**src/rtl/matmul_seq_ctrl.sv**
```systemverilog
// Sequencer for C = A x D over BRAMs: issues A/D read addresses, multiply-accumulates
// the returned words and writes each C element to the result BRAM.
module matmul_seq_ctrl #(
  parameter int N      = 2,
  parameter int M      = 3,
  parameter int R      = 5,
  parameter int AW     = 8,
  parameter int DW     = 32,
  parameter int BASE_A = 0,
  parameter int BASE_D = 0,
  parameter int BASE_C = 0
) (
  input  logic          clk,
  input  logic          reset,
  input  logic          start,
  input  logic          wrA_done,
  input  logic          wrD_done,
  output logic [AW-1:0] addrbA,
  input  logic [DW-1:0] doutbA,
  output logic [AW-1:0] addrbD,
  input  logic [DW-1:0] doutbD,
  output logic          weC,
  output logic [AW-1:0] addrC,
  output logic [DW-1:0] dinC,
  output logic          busy,
  output logic          done,
  output logic [2:0]    state_dbg
);

  // Handshake: start is a request sampled only in IDLE (ignored otherwise, never
  // queued); busy covers WAIT_LOAD..DONE; done is a 1-cycle completion pulse.

  localparam int IW = (N > 1) ? $clog2(N) : 1;
  localparam int KW = (M > 1) ? $clog2(M) : 1;
  localparam int JW = (R > 1) ? $clog2(R) : 1;

  localparam logic [IW-1:0] I_LAST = IW'(N - 1);
  localparam logic [KW-1:0] K_LAST = KW'(M - 1);
  localparam logic [JW-1:0] J_LAST = JW'(R - 1);

  typedef enum logic [2:0] {
    IDLE      = 3'd0,
    WAIT_LOAD = 3'd1,
    RUN       = 3'd2,
    DRAIN     = 3'd3,
    WRITE     = 3'd4,
    DONE      = 3'd5
  } state_t;

  state_t          state_q, state_d;
  logic [IW-1:0]   i_q, i_d;
  logic [JW-1:0]   j_q, j_d;
  logic [KW-1:0]   k_q, k_d;
  logic [DW-1:0]   acc_q, acc_d;
  logic            rd_vld_q;
  logic            rd_first_q;
  logic [AW-1:0]   addra_q;
  logic [AW-1:0]   addrd_q;
  logic [AW-1:0]   addrc_q;
  logic [DW-1:0]   dinc_q;

  logic [AW-1:0]   addr_a_cur;
  logic [AW-1:0]   addr_d_cur;
  logic [AW-1:0]   addr_c_cur;
  logic [DW-1:0]   product;

  // All address arithmetic is AW bits wide and wraps.
  assign addr_a_cur = AW'(BASE_A) + AW'(i_q * M) + AW'(k_q);
  assign addr_d_cur = AW'(BASE_D) + AW'(k_q * R) + AW'(j_q);
  assign addr_c_cur = AW'(BASE_C) + AW'(i_q * R) + AW'(j_q);
  assign product    = doutbA * doutbD;

  // Read data lags the address by one cycle, so accumulation is driven by a
  // one-cycle-delayed copy of "address issued" and "first term of element".
  always_comb begin
    acc_d = acc_q;
    if (rd_vld_q) begin
      acc_d = rd_first_q ? product : acc_q + product;
    end
  end

  always_comb begin
    state_d = state_q;
    i_d     = i_q;
    j_d     = j_q;
    k_d     = k_q;
    case (state_q)
      IDLE: begin
        if (start) state_d = WAIT_LOAD;
      end
      WAIT_LOAD: begin
        if (wrA_done && wrD_done) begin
          state_d = RUN;
          i_d     = '0;
          j_d     = '0;
          k_d     = '0;
        end
      end
      RUN: begin
        if (k_q == K_LAST) state_d = DRAIN;
        else               k_d     = k_q + KW'(1);
      end
      DRAIN: begin
        state_d = WRITE;
      end
      WRITE: begin
        k_d     = '0;
        state_d = RUN;
        if (j_q == J_LAST) begin
          j_d = '0;
          if (i_q == I_LAST) begin
            i_d     = '0;
            state_d = DONE;
          end else begin
            i_d = i_q + IW'(1);
          end
        end else begin
          j_d = j_q + JW'(1);
        end
      end
      DONE: begin
        state_d = IDLE;
      end
      default: begin
        state_d = IDLE;
      end
    endcase
  end

  always_ff @(posedge clk) begin
    if (reset) begin
      state_q    <= IDLE;
      i_q        <= '0;
      j_q        <= '0;
      k_q        <= '0;
      acc_q      <= '0;
      rd_vld_q   <= 1'b0;
      rd_first_q <= 1'b0;
      addra_q    <= '0;
      addrd_q    <= '0;
      addrc_q    <= '0;
      dinc_q     <= '0;
    end else begin
      state_q    <= state_d;
      i_q        <= i_d;
      j_q        <= j_d;
      k_q        <= k_d;
      acc_q      <= acc_d;
      rd_vld_q   <= (state_q == RUN);
      rd_first_q <= (state_q == RUN) && (k_q == '0);
      if (state_q == RUN) begin
        addra_q <= addr_a_cur;
        addrd_q <= addr_d_cur;
      end
      // DRAIN folds in the last term; latch the finished element for WRITE.
      if (state_q == DRAIN) begin
        addrc_q <= addr_c_cur;
        dinc_q  <= acc_d;
      end
    end
  end

  assign addrbA    = (state_q == RUN) ? addr_a_cur : addra_q;
  assign addrbD    = (state_q == RUN) ? addr_d_cur : addrd_q;
  assign addrC     = addrc_q;
  assign dinC      = dinc_q;
  assign weC       = (state_q == WRITE) && !reset;
  assign busy      = (state_q != IDLE) && !reset;
  assign done      = (state_q == DONE) && !reset;
  assign state_dbg = state_q;

endmodule

```
**config.mk**
```make
export PLATFORM = sky130hd
export DESIGN_NAME = matmul_seq_ctrl
export DESIGN_NICKNAME = d
export VERILOG_FILES = /design/src/rtl/matmul_seq_ctrl.sv
export SDC_FILE = /design/constraint.sdc
export NUM_CORES = 1
export LEC_CHECK = 0
export CAP_MARGIN = 40
export CORE_MARGIN = 3
export CORE_UTILIZATION = 30
export CTS_CLUSTER_DIAMETER = 150
export DETAILED_ROUTE_END_ITERATION = 10
export GPL_TIMING_DRIVEN = 0
export SLEW_MARGIN = 10
export SYNTH_ARGS = -nofsm -noshare
export SYNTH_HDL_FRONTEND = slang
export SYNTH_SLANG_ARGS = --single-unit
export TNS_END_PERCENT = 50
```
**constraint.sdc**
```tcl
create_clock -name clk -period 14.7 [get_ports clk]
set_clock_uncertainty 0.05 [all_clocks]
set_input_delay 2.94 -clock clk [delete_from_list [all_inputs] [get_ports clk]]
set_output_delay 2.94 -clock clk [all_outputs]
set_load 0.05 [all_outputs]
```
==> summary.md, run 1 <==
| Metric | Value |
|---|---|
| Die W | `273 um` |
| Dpl hpwl | `55,900 um` |
| Worst Setup Start Kind | `primary input` |
| Total routed wirelength | `66,200 um` |
| Clock sink count | `95` |
| Drt first pass iters | `5` |
| Critical path's most frequent cell | `fa_1` |
| Row count | `97` |
| Vias in the first global route | `17,400` |
| Post-layout minimum cycle time | `12.97 ns` |
| Post_cts resized | `0` |
| Share of layout cells above drive strength 1 | `2.02%` |
| Net count, final | `3,216` |
| CTS tree | `built` |
| Placer congestion estimate | `0.926` |
| Worst skew pair latency | `0.34 ns` |
| Fmax | `77.1 MHz` |
| Crit path DAT | `13.13 ns` |
| RSZ-0062 raised after global routing | `false` |
| Unique masters post-synth | `76` |
| Synth Warn # | `0` |
| CP peak stage delay | `0.73 ns` |
| Mapped Area | `21,300 um2` |
| H-tree depth | `3` |
| Worst setup EP type | `register` |
| Port buffer count | `119` |
| Layout area overhead | `12.7%` |
| # hold bufs at CTS | `0` |
| Slew Limit Headroom | `39.4%` |
| Die footprint | `74,400 um2` |
| Fraction of registers with async set/reset | `0%` |
| Vias/cell | `4.77` |
| Status | `complete, no violations` |
| First-pass GRT wire length | `103,000 um` |
| Slowest cell on crit path | `clkbuf_1` |
| Most frequent cells in the layout | `inv_1, fa_1, nand2_1` |
| Max-cap viol count | `0` |
| Largest net degree at the start of global routing | `15` |
| Worst setup path class | `primary input to register` |
| Register bit count reported by yosys | `95` |
| Initial antenna violation count | `3` |
| Postcts setup bufs | `0` |
| Avg WL per Cell | `18.8 um` |
| Final Hold Viols | `0` |
| Global route overflow | `0` |
| CTS root buffer | `clkbuf_16` |
| Clock transition at the registers of the reported paths | `0.07 ns` |
| DR iter-0 viols | `948` |
| Slew Limit Fails | `0` |
| Overall routing resource usage | `18.0%` |
| Final worst path period share | `88.2%` |
| Commonest register cell after synthesis | `dfxtp_1` |
| Top area cells in the synthesized netlist | `fa_1, ha_1, and2_1, dfxtp_1, inv_1` |
| Post-synth top area share | `38.5%` |
| Sequential cell area fraction in the yosys report | `8.91%` |
| Cells after synthesis | `2,432` |
| I/O pin count | `131` |
| Crit path max fanout | `10` |
| Most common cell after layout, fill and taps aside | `inv_1` |
| Largest area contributor in the netlist | `fa_1` |
| Initial cell density of the core | `30.4%` |
| Worst hold path class | `register to register` |
| Core Box Area | `70,300 um2` |
| Endpoints failing setup | `0` |
| Clock buffer depth | `2` |
| EDFF count, synth | `0` |
| Antenna viol nets, final | `0` |
| CP required | `14.85 ns` |
| TNS Setup | `0 ns` |
| Vias | `16,800` |
| Remaining DRCs | `0` |
| Worst slew pin tran | `0.909 ns` |
| Post-Syn Area per Cell | `8.78 um2` |
| Die Y | `273 um` |
| CTS buffer count | `9` |
-- cells in the mapped netlist, drive strengths merged (5+ instances only) --
| library cell | number |
|---|---|
| dfxtp | 95 |
| a21oi | 92 |
| o211ai | 13 |
| a31oi | 11 |
| nand2b | 11 |
| fa | 411 |
| nor2b | 8 |
| and3 | 12 |
| xnor2 | 82 |
| clkbuf | 118 |
| mux2i | 10 |
| xor2 | 29 |
| a21o | 31 |
| nand2 | 310 |
| nor2 | 95 |
| mux2 | 7 |
| nor3 | 22 |
| nand3 | 14 |
| buf | 11 |
| o21bai | 8 |
| inv | 414 |
| and4 | 5 |
| and2 | 305 |
| o21ai | 52 |
| o21a | 7 |
| ha | 170 |
| nand3b | 5 |
| a211oi | 29 |
-- through the flow --
stage / std cells / util [%] / hold WS [ns] / worst slack [ns] / instance area [um2]
after CTS: 3511 / 34.2 / 0.411 / 1.83 / 24100
after global routing: 3511 / 34.2 / 0.419 / 1.24 / 24100
after detailed placement: 3495 / 33.8 / 0.401 / 1.44 / 23700
after global placement: 3494 / 33.8 / 0.394 / 1.47 / 23700
final: 3513 / 34.2 / 0.408 / 1.73 / 24100
after floorplan: 2435 / - / 0.394 / 3.49 / 21400
-- metal layers --
metal  vias to the layer above  part of all wire, %  global-route usage [%]
li1                       7731                    -                       -
met1                      8449                   43                    24.6
met2                       494                   47                    29.6
met3                        95                  6.0                    2.34
met4                         0                  3.4                    5.32
met5                         -                    0                       0
-- critical path, delay by kind of cell --
kind,cells,cell delay [ns]
adders and majority gates,10,4.46
buffers and inverters,8,2.39
AOI/OAI and AO/OA,9,1.58
and+or+nand+nor,4,0.90
muxes,1,0.54
xor gates and xnor gates,1,0.28
-- state kept, by name (all words and copies together), names as in the netlist, 2 cells and up --
register	cells
j_q	3
addrd_q	8
state_dbg	3
k_q	2
acc_q	32
addra_q	8
addrC	4
dinC	32
-- final timing paths --
path	startpoint	to	slack, ns	cells past startpoint
min	dinC[0]$_SDFFE_PP0P_	dinC[0]$_SDFFE_PP0P_	0.41	2
max	doutbA[12]	dinC[31]$_SDFFE_PP0P_	1.73	33
min reg2reg	dinC[0]$_SDFFE_PP0P_	dinC[0]$_SDFFE_PP0P_	0.41	2
max reg2reg	acc_q[0]$_SDFF_PP0_	dinC[28]$_SDFFE_PP0P_	11.03	13
-- final cells by class --
type,count,area (um2)
multi-input combinational,1797,17400
inverter,414,1550
tap,940,1180
sequential,95,1900
antenna,2,5.00
timing repair buffer,120,1210
fill,7332,46200
clock inverter,3,40.0
buffer,129,505
clock buffer,13,270
-- cells by family after synthesis --
| group | count (synthesis) | synth area share [%] |
|---|---|---|
| AND/OR/NAND/NOR | 806 | 18.9 |
| AO/OA/AOI/OAI | 277 | 8.56 |
| multiplexers | 18 | 0.944 |
| buffers and inverters | 543 | 9.65 |
| XOR/XNOR | 111 | 4.55 |
| other | 1 | 0.0176 |
| flip-flops | 95 | 8.91 |
| adder cells (fa/ha/maj) | 581 | 48.5 |
Power of run 1 is left out: the tool's default activity adds up to more than one toggle a clock period on the data nets, which glitch-free logic cannot reach.
==> run 2: changes to the inputs <==
- SLEW_MARGIN: 10 -> 30
==> run 2 against run 1 <==
  * Fmax is essentially flat
  * Non-clock buffer count grew 2
  * Highest routed layer unchanged
  * Utilization is essentially flat
  * Setup slack gained 0.0028 ns
  * Critical path depth is the same
  * Clock-buffer cell count is the same
  * Critical path type unchanged
  * Via count grew 0.21%
  * Final cell count is essentially flat
  * Die area is the same
==> summary.md, run 2 (same netlist as run 1, synthesis figures left out) <==
| Metric | Value |
|---|---|
| Status | `complete, no violations (unchanged)` |
| Slew Limit Headroom | `39.8% (was 39.4%)` |
| CP peak stage delay | `0.74 ns (was 0.73 ns)` |
| RR Startpoint | `acc_q[0]$_SDFF_PP0_ (unchanged)` |
| Share of layout cells above drive strength 1 | `2.06% (was 2.02%)` |
| Postcts setup bufs | `0 (unchanged)` |
| Vias/cell | `4.78 (was 4.77)` |
| Slew Limit Fails | `0 (unchanged)` |
| Most common cell after layout, fill and taps aside | `inv_1 (unchanged)` |
| Antenna viol nets, final | `0 (unchanged)` |
| First-pass GRT wire length | `103,000 um (unchanged)` |
| CTS root buffer | `clkbuf_16 (unchanged)` |
| Die Y | `273 um (unchanged)` |
| CTS buffer count | `9 (unchanged)` |
| Die W | `273 um (unchanged)` |
| Final worst path period share | `88.2% (about the same)` |
| H-tree depth | `3 (unchanged)` |
| Slowest cell on crit path | `clkbuf_1 (unchanged)` |
| RSZ-0062 raised after global routing | `false (unchanged)` |
| Worst Hold Launch | `dinC[0]$_SDFFE_PP0P_ (unchanged)` |
| Clock sink count | `95 (unchanged)` |
| Crit path max fanout | `10 (unchanged)` |
| Most frequent cells in the layout | `inv_1, fa_1, nand2_1 (unchanged)` |
| Port buffer count | `119 (unchanged)` |
| R2r endpoint | `dinC[28]$_SDFFE_PP0P_ (unchanged)` |
| Hold Path Sink | `dinC[0]$_SDFFE_PP0P_ (unchanged)` |
| Post-layout minimum cycle time | `12.97 ns (about the same)` |
| Layout area overhead | `12.7% (about the same)` |
| Endpoints failing setup | `0 (unchanged)` |
| CP required | `14.85 ns (about the same)` |
| TNS Setup | `0 ns (unchanged)` |
| Final Hold Viols | `0 (unchanged)` |
| Worst skew pair latency | `0.34 ns (about the same)` |
| Global route overflow | `0 (unchanged)` |
| Core Box Area | `70,300 um2 (unchanged)` |
| Placer congestion estimate | `0.926 (unchanged)` |
| Die footprint | `74,400 um2 (unchanged)` |
| Remaining DRCs | `0 (unchanged)` |
| Avg WL per Cell | `18.8 um (about the same)` |
| Max-cap viol count | `0 (unchanged)` |
| Worst slew pin tran | `0.903 ns (was 0.909 ns)` |
| Clock transition at the registers of the reported paths | `0.07 ns (about the same)` |
| DR iter-0 viols | `1,043 (was 948)` |
| Clock buffer depth | `2 (unchanged)` |
| Largest net degree at the start of global routing | `15 (unchanged)` |
| Dpl hpwl | `55,900 um (unchanged)` |
| Reg2Reg Setup Slack | `11.03 ns (about the same)` |
| Crit path DAT | `13.12 ns (was 13.13 ns)` |
| Worst setup path class | `primary input to register (unchanged)` |
| Worst Hold Path Cells | `2 (unchanged)` |
| Worst hold path class | `register to register (unchanged)` |
| Worst Setup Start Kind | `primary input (unchanged)` |
| Critical path's most frequent cell | `fa_1 (unchanged)` |
| Worst reg2reg path depth | `13 (unchanged)` |
| I/O pin count | `131 (unchanged)` |
| Total routed wirelength | `66,200 um (about the same)` |
| Overall routing resource usage | `18.0% (unchanged)` |
| Dpl cells | `3,495 (unchanged)` |
| Initial antenna violation count | `3 (unchanged)` |
| Row count | `97 (unchanged)` |
| Post_cts resized | `0 (unchanged)` |
| Net count, final | `3,218 (was 3,216)` |
| Vias | `16,800 (about the same)` |
| Vias in the first global route | `17,400 (unchanged)` |
| # hold bufs at CTS | `0 (unchanged)` |
| Drt first pass iters | `5 (unchanged)` |
| Worst setup EP type | `register (unchanged)` |
| Fmax | `77.1 MHz (about the same)` |
| Initial cell density of the core | `30.4% (unchanged)` |
| Post-route insts no fill | `3,514 (was 3,513)` |
| CTS tree | `built (unchanged)` |
## run 2: critical path: cells and delay by family
kind	cells	cell delay, ns
fa+ha+maj	10	4.47
xor+xnor	1	0.28
compound gates	9	1.58
mux	1	0.54
buf+inv	8	2.40
simple gates	4	0.89
## run 2: how the worst max path moves through the flow
stage	from	endpoint	slack, ns	depth (start not counted)
2_1_floorplan	doutbD[4]	dinC[31]$_SDFFE_PP0P_	3.49	34
3_3_place_gp	doutbA[12]	dinC[31]$_SDFFE_PP0P_	1.47	33
3_5_place_dp	doutbA[12]	dinC[31]$_SDFFE_PP0P_	1.44	33
4_1_cts	doutbA[12]	dinC[31]$_SDFFE_PP0P_	1.83	33
5_1_grt	doutbA[12]	dinC[31]$_SDFFE_PP0P_	1.24	33
6_report	doutbA[12]	dinC[31]$_SDFFE_PP0P_	1.73	33
## run 2: final cells by class
class | instances | area (um2)
repair buffers | 122 | 1220
diodes | 1 | 2.50
fillers | 7331 | 46200
plain buffers | 129 | 505
clock inverters | 3 | 40.0
flip-flops and latches | 95 | 1900
inverters | 414 | 1550
multi-input cells | 1797 | 17400
clock buffers | 13 | 270
well taps | 940 | 1180
## run 2: per-layer routing
metal | routed length (um) | part of all wire (%) | track usage, % | vias to the layer above
met1 | 28300 | 43 | 24.6 | 8457
met2 | 31300 | 47 | 29.6 | 530
li1 | - | - | - | 7723
met4 | 2210 | 3.3 | 5.32 | 0
met3 | 4310 | 6.5 | 2.34 | 95
met5 | 0 | 0 | 0 | -
## run 2: metrics by stage
step,util [%],hold WS (ns),instance area [um2],worst slack (ns)
final,34.3,0.408,24100,1.73
after global routing,34.3,0.419,24100,1.24
after CTS,34.2,0.411,24100,1.83
after detailed placement,33.8,0.401,23700,1.44
after global placement,33.8,0.394,23700,1.47
after floorplan,-,0.394,21400,3.49
Power of run 2 is left out for the same reason.
